File: src/rtl/page_table_walker.sv
// page_table_walker: two-level hardware page-table walker.
// A TLB miss is walked through a 10b/10b/12b table over a single-outstanding
// memory read port. The walk ends in a one-cycle TLB fill pulse or a one-cycle
// fault pulse with a cause code.
// Optional feature macro: PTW_SUPERPAGE_EN. When it is defined, a valid L1 PTE
// with bit [1] set is a 4 MB leaf and the L2 read is skipped.
module page_table_walker #(
    parameter int TIMEOUT_CYCLES = 255,
    parameter int CNT_W          = 8
) (
    input  logic        clk,
    input  logic        reset_n,
    input  logic [31:0] ptbr,
    input  logic        miss_valid,
    input  logic [31:0] miss_vaddr,
    output logic        miss_ready,
    output logic        mem_req_valid,
    input  logic        mem_req_ready,
    output logic [31:0] mem_req_addr,
    input  logic        mem_resp_valid,
    input  logic [31:0] mem_resp_data,
    output logic        mmu_update_valid,
    output logic [31:0] mmu_vaddr,
    output logic [31:0] mmu_paddr,
    output logic        fault_valid,
    output logic [1:0]  fault_cause
);

    typedef enum logic [2:0] {
        IDLE    = 3'd0,
        L1_REQ  = 3'd1,
        L1_WAIT = 3'd2,
        L2_REQ  = 3'd3,
        L2_WAIT = 3'd4,
        DONE    = 3'd5,
        FAULT   = 3'd6
    } state_t;

    localparam logic [1:0] CAUSE_L1_INVALID = 2'b01;
    localparam logic [1:0] CAUSE_L2_INVALID = 2'b10;
    localparam logic [1:0] CAUSE_TIMEOUT    = 2'b11;

    // Counter value seen during the last permitted silent WAIT cycle; a missing
    // response in that cycle means TIMEOUT_CYCLES cycles have passed unanswered.
    localparam logic [CNT_W-1:0] CNT_LAST = CNT_W'(TIMEOUT_CYCLES - 1);
    localparam logic [CNT_W-1:0] CNT_ONE  = CNT_W'(1);

    state_t            state_q, state_d;
    logic [31:0]       va_q, va_d;
    logic [19:0]       root_q, root_d;
    logic [19:0]       pte1_q, pte1_d;
    logic [31:0]       paddr_q, paddr_d;
    logic [1:0]        cause_q, cause_d;
    logic [CNT_W-1:0]  cnt_q, cnt_d;

    // PTE fields that the walk never looks at (flags other than valid/leaf,
    // page offset bits of the root pointer).
    logic unused_bits;
    assign unused_bits = ^{ptbr[11:0], mem_resp_data[11:1]};

    // State, walk latches and timeout counter; everything returns to its idle value on reset.
    always_ff @(posedge clk or negedge reset_n) begin
        if (!reset_n) begin
            state_q <= IDLE;
            va_q    <= '0;
            root_q  <= '0;
            pte1_q  <= '0;
            paddr_q <= '0;
            cause_q <= '0;
            cnt_q   <= '0;
        end else begin
            state_q <= state_d;
            va_q    <= va_d;
            root_q  <= root_d;
            pte1_q  <= pte1_d;
            paddr_q <= paddr_d;
            cause_q <= cause_d;
            cnt_q   <= cnt_d;
        end
    end

    // Next-state and Moore outputs; outputs are zero outside the state that owns them.
    always_comb begin
        state_d          = state_q;
        va_d             = va_q;
        root_d           = root_q;
        pte1_d           = pte1_q;
        paddr_d          = paddr_q;
        cause_d          = cause_q;
        cnt_d            = cnt_q;
        miss_ready       = 1'b0;
        mem_req_valid    = 1'b0;
        mem_req_addr     = 32'h0;
        mmu_update_valid = 1'b0;
        mmu_vaddr        = 32'h0;
        mmu_paddr        = 32'h0;
        fault_valid      = 1'b0;
        fault_cause      = 2'b00;

        case (state_q)
            IDLE: begin
                miss_ready = 1'b1;
                if (miss_valid) begin
                    va_d    = miss_vaddr;
                    root_d  = ptbr[31:12];
                    state_d = L1_REQ;
                end
            end

            L1_REQ: begin
                mem_req_valid = 1'b1;
                mem_req_addr  = {root_q, va_q[31:22], 2'b00};
                if (mem_req_ready) begin
                    cnt_d   = '0;
                    state_d = L1_WAIT;
                end
            end

            L1_WAIT: begin
                // A response always wins over an expiring counter.
                if (mem_resp_valid) begin
                    pte1_d = mem_resp_data[31:12];
                    if (!mem_resp_data[0]) begin
                        cause_d = CAUSE_L1_INVALID;
                        state_d = FAULT;
                    end else begin
`ifdef PTW_SUPERPAGE_EN
                        if (mem_resp_data[1]) begin
                            paddr_d = {mem_resp_data[31:22], va_q[21:0]};
                            state_d = DONE;
                        end else begin
                            state_d = L2_REQ;
                        end
`else
                        state_d = L2_REQ;
`endif
                    end
                end else if (cnt_q == CNT_LAST) begin
                    cause_d = CAUSE_TIMEOUT;
                    state_d = FAULT;
                end else begin
                    cnt_d = cnt_q + CNT_ONE;
                end
            end

            L2_REQ: begin
                mem_req_valid = 1'b1;
                mem_req_addr  = {pte1_q, va_q[21:12], 2'b00};
                if (mem_req_ready) begin
                    cnt_d   = '0;
                    state_d = L2_WAIT;
                end
            end

            L2_WAIT: begin
                if (mem_resp_valid) begin
                    if (!mem_resp_data[0]) begin
                        cause_d = CAUSE_L2_INVALID;
                        state_d = FAULT;
                    end else begin
                        paddr_d = {mem_resp_data[31:12], va_q[11:0]};
                        state_d = DONE;
                    end
                end else if (cnt_q == CNT_LAST) begin
                    cause_d = CAUSE_TIMEOUT;
                    state_d = FAULT;
                end else begin
                    cnt_d = cnt_q + CNT_ONE;
                end
            end

            DONE: begin
                mmu_update_valid = 1'b1;
                mmu_vaddr        = va_q;
                mmu_paddr        = paddr_q;
                state_d          = IDLE;
            end

            FAULT: begin
                fault_valid = 1'b1;
                fault_cause = cause_q;
                state_d     = IDLE;
            end

            default: begin
                state_d = IDLE;
            end
        endcase
    end

endmodule

File: config.mk
export PLATFORM = sky130hd
export DESIGN_NAME = page_table_walker
export DESIGN_NICKNAME = d
export VERILOG_FILES = /design/src/rtl/page_table_walker.sv
export SDC_FILE = /design/constraint.sdc
export NUM_CORES = 1
export LEC_CHECK = 0
export BUFFER_PORTS_ARGS = -buffer_cell sky130_fd_sc_hd__buf_2
export CORE_MARGIN = 2
export CORE_UTILIZATION = 45
export DETAILED_ROUTE_END_ITERATION = 8
export MAX_ROUTING_LAYER = met4
export PLACE_DENSITY = 0.77
export SYNTH_ARGS = -nofsm -noshare
export SYNTH_HDL_FRONTEND = slang
export SYNTH_SLANG_ARGS = --single-unit
File: constraint.sdc
create_clock -name clk -period 1.6 [get_ports clk]
set_input_delay 0.24 -clock clk [delete_from_list [all_inputs] [get_ports clk]]
set_output_delay 0.24 -clock clk [all_outputs]
set_load 0.05 [all_outputs]
==> results.py <==
metrics = {
    "global_routing": {
        "track_usage_pct": 32.9,
        "antenna_found_initial": 0,
        "grt_max_degree": 51,
        "gr-total-overflow": 0,
        "grt_pass1_wl_microns": 31300,
        "grt_pass1_vias": 5595,
    },
    "die": {
        "ioPinCount": 203,
        "initial_core_util_pct": 46.2,
        "die_x_microns": 115,
        "die_area_sq_um": 13200,
        "dieHeight_microns": 115,
        "core_sq_um": 12000,
        "rows": 40,
    },
    "route": {
        "drc": 0,
        "route.vias.total": 5310,
        "drt-vias-per-instance": 6.10,
        "drtIter0Drc": 330,
        "totalWireLength_microns": 23600,
        "ant_nets": 0,
        "wire_per_inst_microns": 27.1,
        "first_pass_iters": 6,
    },
    "critical_path": {
        "endpoint_kind": "primary output",
        "cp.required_ns": 1.36,
        "crit_path_start_kind": "flip-flop",
        "worstSetupPathType": "reg -> out",
        "cp_max_fo": 15,
        "worstPathArrival_ns": 1.81,
    },
    "logic_synthesis": {
        "yosysWarnings": 0,
        "synth_cell_type_count": 34,
        "synth_cells": 455,
        "synth_top_area_share_pct": 52.7,
        "ys.flop_type": "dfrtp_1",
        "async_flop_share_pct": 100,
        "postSynthAreaPerCell_sq_um": 12.2,
        "ys_seq_elements": 117,
        "synth_edf_count": 0,
        "synthesis.area_sq_um": 5550,
        "synth-seq-area-share_pct": 52.7,
        "yosys.area.top_type": "dfrtp_1",
        "synth.area.top_cells": "dfrtp_1 (53%), mux2_2 (21%), and3_1 (7.4%), mux2i_1 (5.4%), nor2_1 (2.2%)",
    },
    "power_and_ir_drop": {
        "totalPowerFinal_w": 0.0224,
        "static-leakage-power_nw": 4.67,
        "vdd_ir_drop_max_mv": 1.43,
        "power.density_nw_per_um2": 2140,
    },
    "clock_network": {
        "cts_tree": "built",
        "clkSlewWorstSetupHoldPaths_ns": 0.06,
        "root_buffer": "clkbuf_16",
        "cts_buffers": 17,
        "clkLatencyLatePin_ns": 0.42,
        "clockBufferDepth": 2,
        "cts-htree-levels": 4,
        "cts.sinks": 117,
    },
    "timing": {
        "drv_slew": 0,
        "fin_setup_tns_ns": -71.65,
        "max_clock_freq_ghz": 0.487,
        "period_minus_slack_ns": 2.05,
        "final-hold-violation-count": 0,
        "finClkSkew_ns": 0.00842,
        "setup_viol": 213,
        "worst_slack_ns": -0.454,
        "rsz0062_at_grt": "yes",
        "finalCritPeriodShare_pct": 128,
    },
    "placement": {
        "dp_slack_ns": -0.145,
        "io_buffers": 177,
        "placed_area_sq_um": 7230,
        "routabilityCongestion": 0.842,
        "dpl.hpwl_microns": 10500,
    },
    "cells_and_area": {
        "final_layout_size_suffix_gt1_share_pct": 75.4,
        "mostFrequentLayoutCells": "dfrtp_1 (115), buf_2 (76), buf_8 (71)",
        "fin_area_sq_um": 10500,
        "fin_nets": 814,
        "diodes": 0,
        "final_core_util_pct": 87.2,
        "syn_to_final_growth_pct": 88.7,
        "final_common_cell": "dfrtp_1",
    },
    "run": {
        "cap_violations": 0,
    },
    "worst_hold_path": {
        "hold_path.class": "in -> reg",
    },
    "run_status": {
        "outcome": "complete, but fails checks",
        "violations": "negative setup slack",
    },
}
layout make-up:
type                            count  area [sq um]
Clock inverter                     12           131
Timing Repair Buffer              273          3200
Inverter                            4          22.5
Multi-Input combinational cell    298          3550
Clock buffer                       20           447
Sequential cell                   117          2930
Fill cell                         454          1540
Tap cell                          147           184
sequential cells by signal (all words and copies together) (netlist names):
name / flops
va_q: 32
state_q: 3
cause_q: 2
cnt_q: 8
root_q: 20
pte1_q: 20
paddr_q: 32
per-stage QoR:
| step | hold WS [ns] | std cells |
|---|---|---|
| global route | 0.0439 | 871 |
| CTS | 0.0467 | 860 |
| finish | 0.0517 | 871 |
| detailed placement | 0.168 | 784 |
| floorplan | -0.0556 | 456 |
| global placement | 0.164 | 784 |
worst paths after layout:
| check | to | slack, ns | cells past startpoint | start |
|---|---|---|---|---|
| worst max-delay path | mmu_paddr[31] | -0.45 | 5 | state_q[1] |
| worst min-delay path | root_q[5] | 0.05 | 2 | ptbr[17] |
| worst max register to register | root_q[0] | -0.43 | 7 | state_q[2] |
| worst min register to register | paddr_q[23] | 0.51 | 1 | paddr_q[23] |
| max in group asynchronous | pte1_q[18] | 0.71 | 3 | reset_n |
| min in group asynchronous | va_q[6] | 0.28 | 2 | reset_n |
per-layer routing:
layer	vias to the layer above	GRT usage [%]	part of all wire, %
met5	-	-	0
met4	0	14.6	5.1
met3	115	7.75	7.1
met2	382	57.4	53
met1	2662	35.8	35
li1	2151	-	-
report_power, final:
part           internal (W)  switching [W]
sequential          0.00440        0.00157
clock               0.00233        0.00147
combinational       0.00668        0.00592
what timing repair did:
| item | 4_1_cts | 5_1_grt |
|---|---|---|
| endpoints found under the setup margin | 208 | 214 |
| cloned | 12 | 8 |
| hold buffers | 1 | 0 |
| gates resized for setup | 381 | 117 |
| pin swaps | 18 | 27 |
| hold endpoints to repair | 18 | 0 |
| setup buffers | 31 | 6 |
synthesized netlist by cell type (2+ instances only):
cell and count:
buf_2 10, o22ai_1 3, buf_4 7, nand2_1 5
ha_1 2, a31oi_1 2, inv_1 4, clkbuf_1 17
mux2i_1 30, or3_1 3, o31ai_1 4, and3_1 66
nor2_1 33, mux2_2 105, or2_2 2, nand3_1 5
o21ai_0 5, nand2b_1 4, a21oi_1 9, dfrtp_1 117
o211ai_1 2, nor2b_1 2, buf_1 2, o22a_1 2
and2_1 5
critical path, stage by stage (launching register included):
cell and delay (ns):
dfrtp_2 0.47, nor2b_4 0.21, buf_6 0.18, buf_12 0.15, and3_1 0.21, buf_6 0.17
cells by family (layout without fill, tap and decap cells):
logic type	Yosys count	count (layout)	share of synthesized area, %
buffers and inverters	41	309	3.61
other	1	2	0.0675
adders and majority gates	2	2	0.451
DFF	117	117	52.7
AOI/OAI and AO/OA	28	28	3.18
muxes	135	135	26.7
xor gates and xnor gates	1	1	0.293
and+or+nand+nor	130	130	13.0
Power figures use the tool's default switching activity.
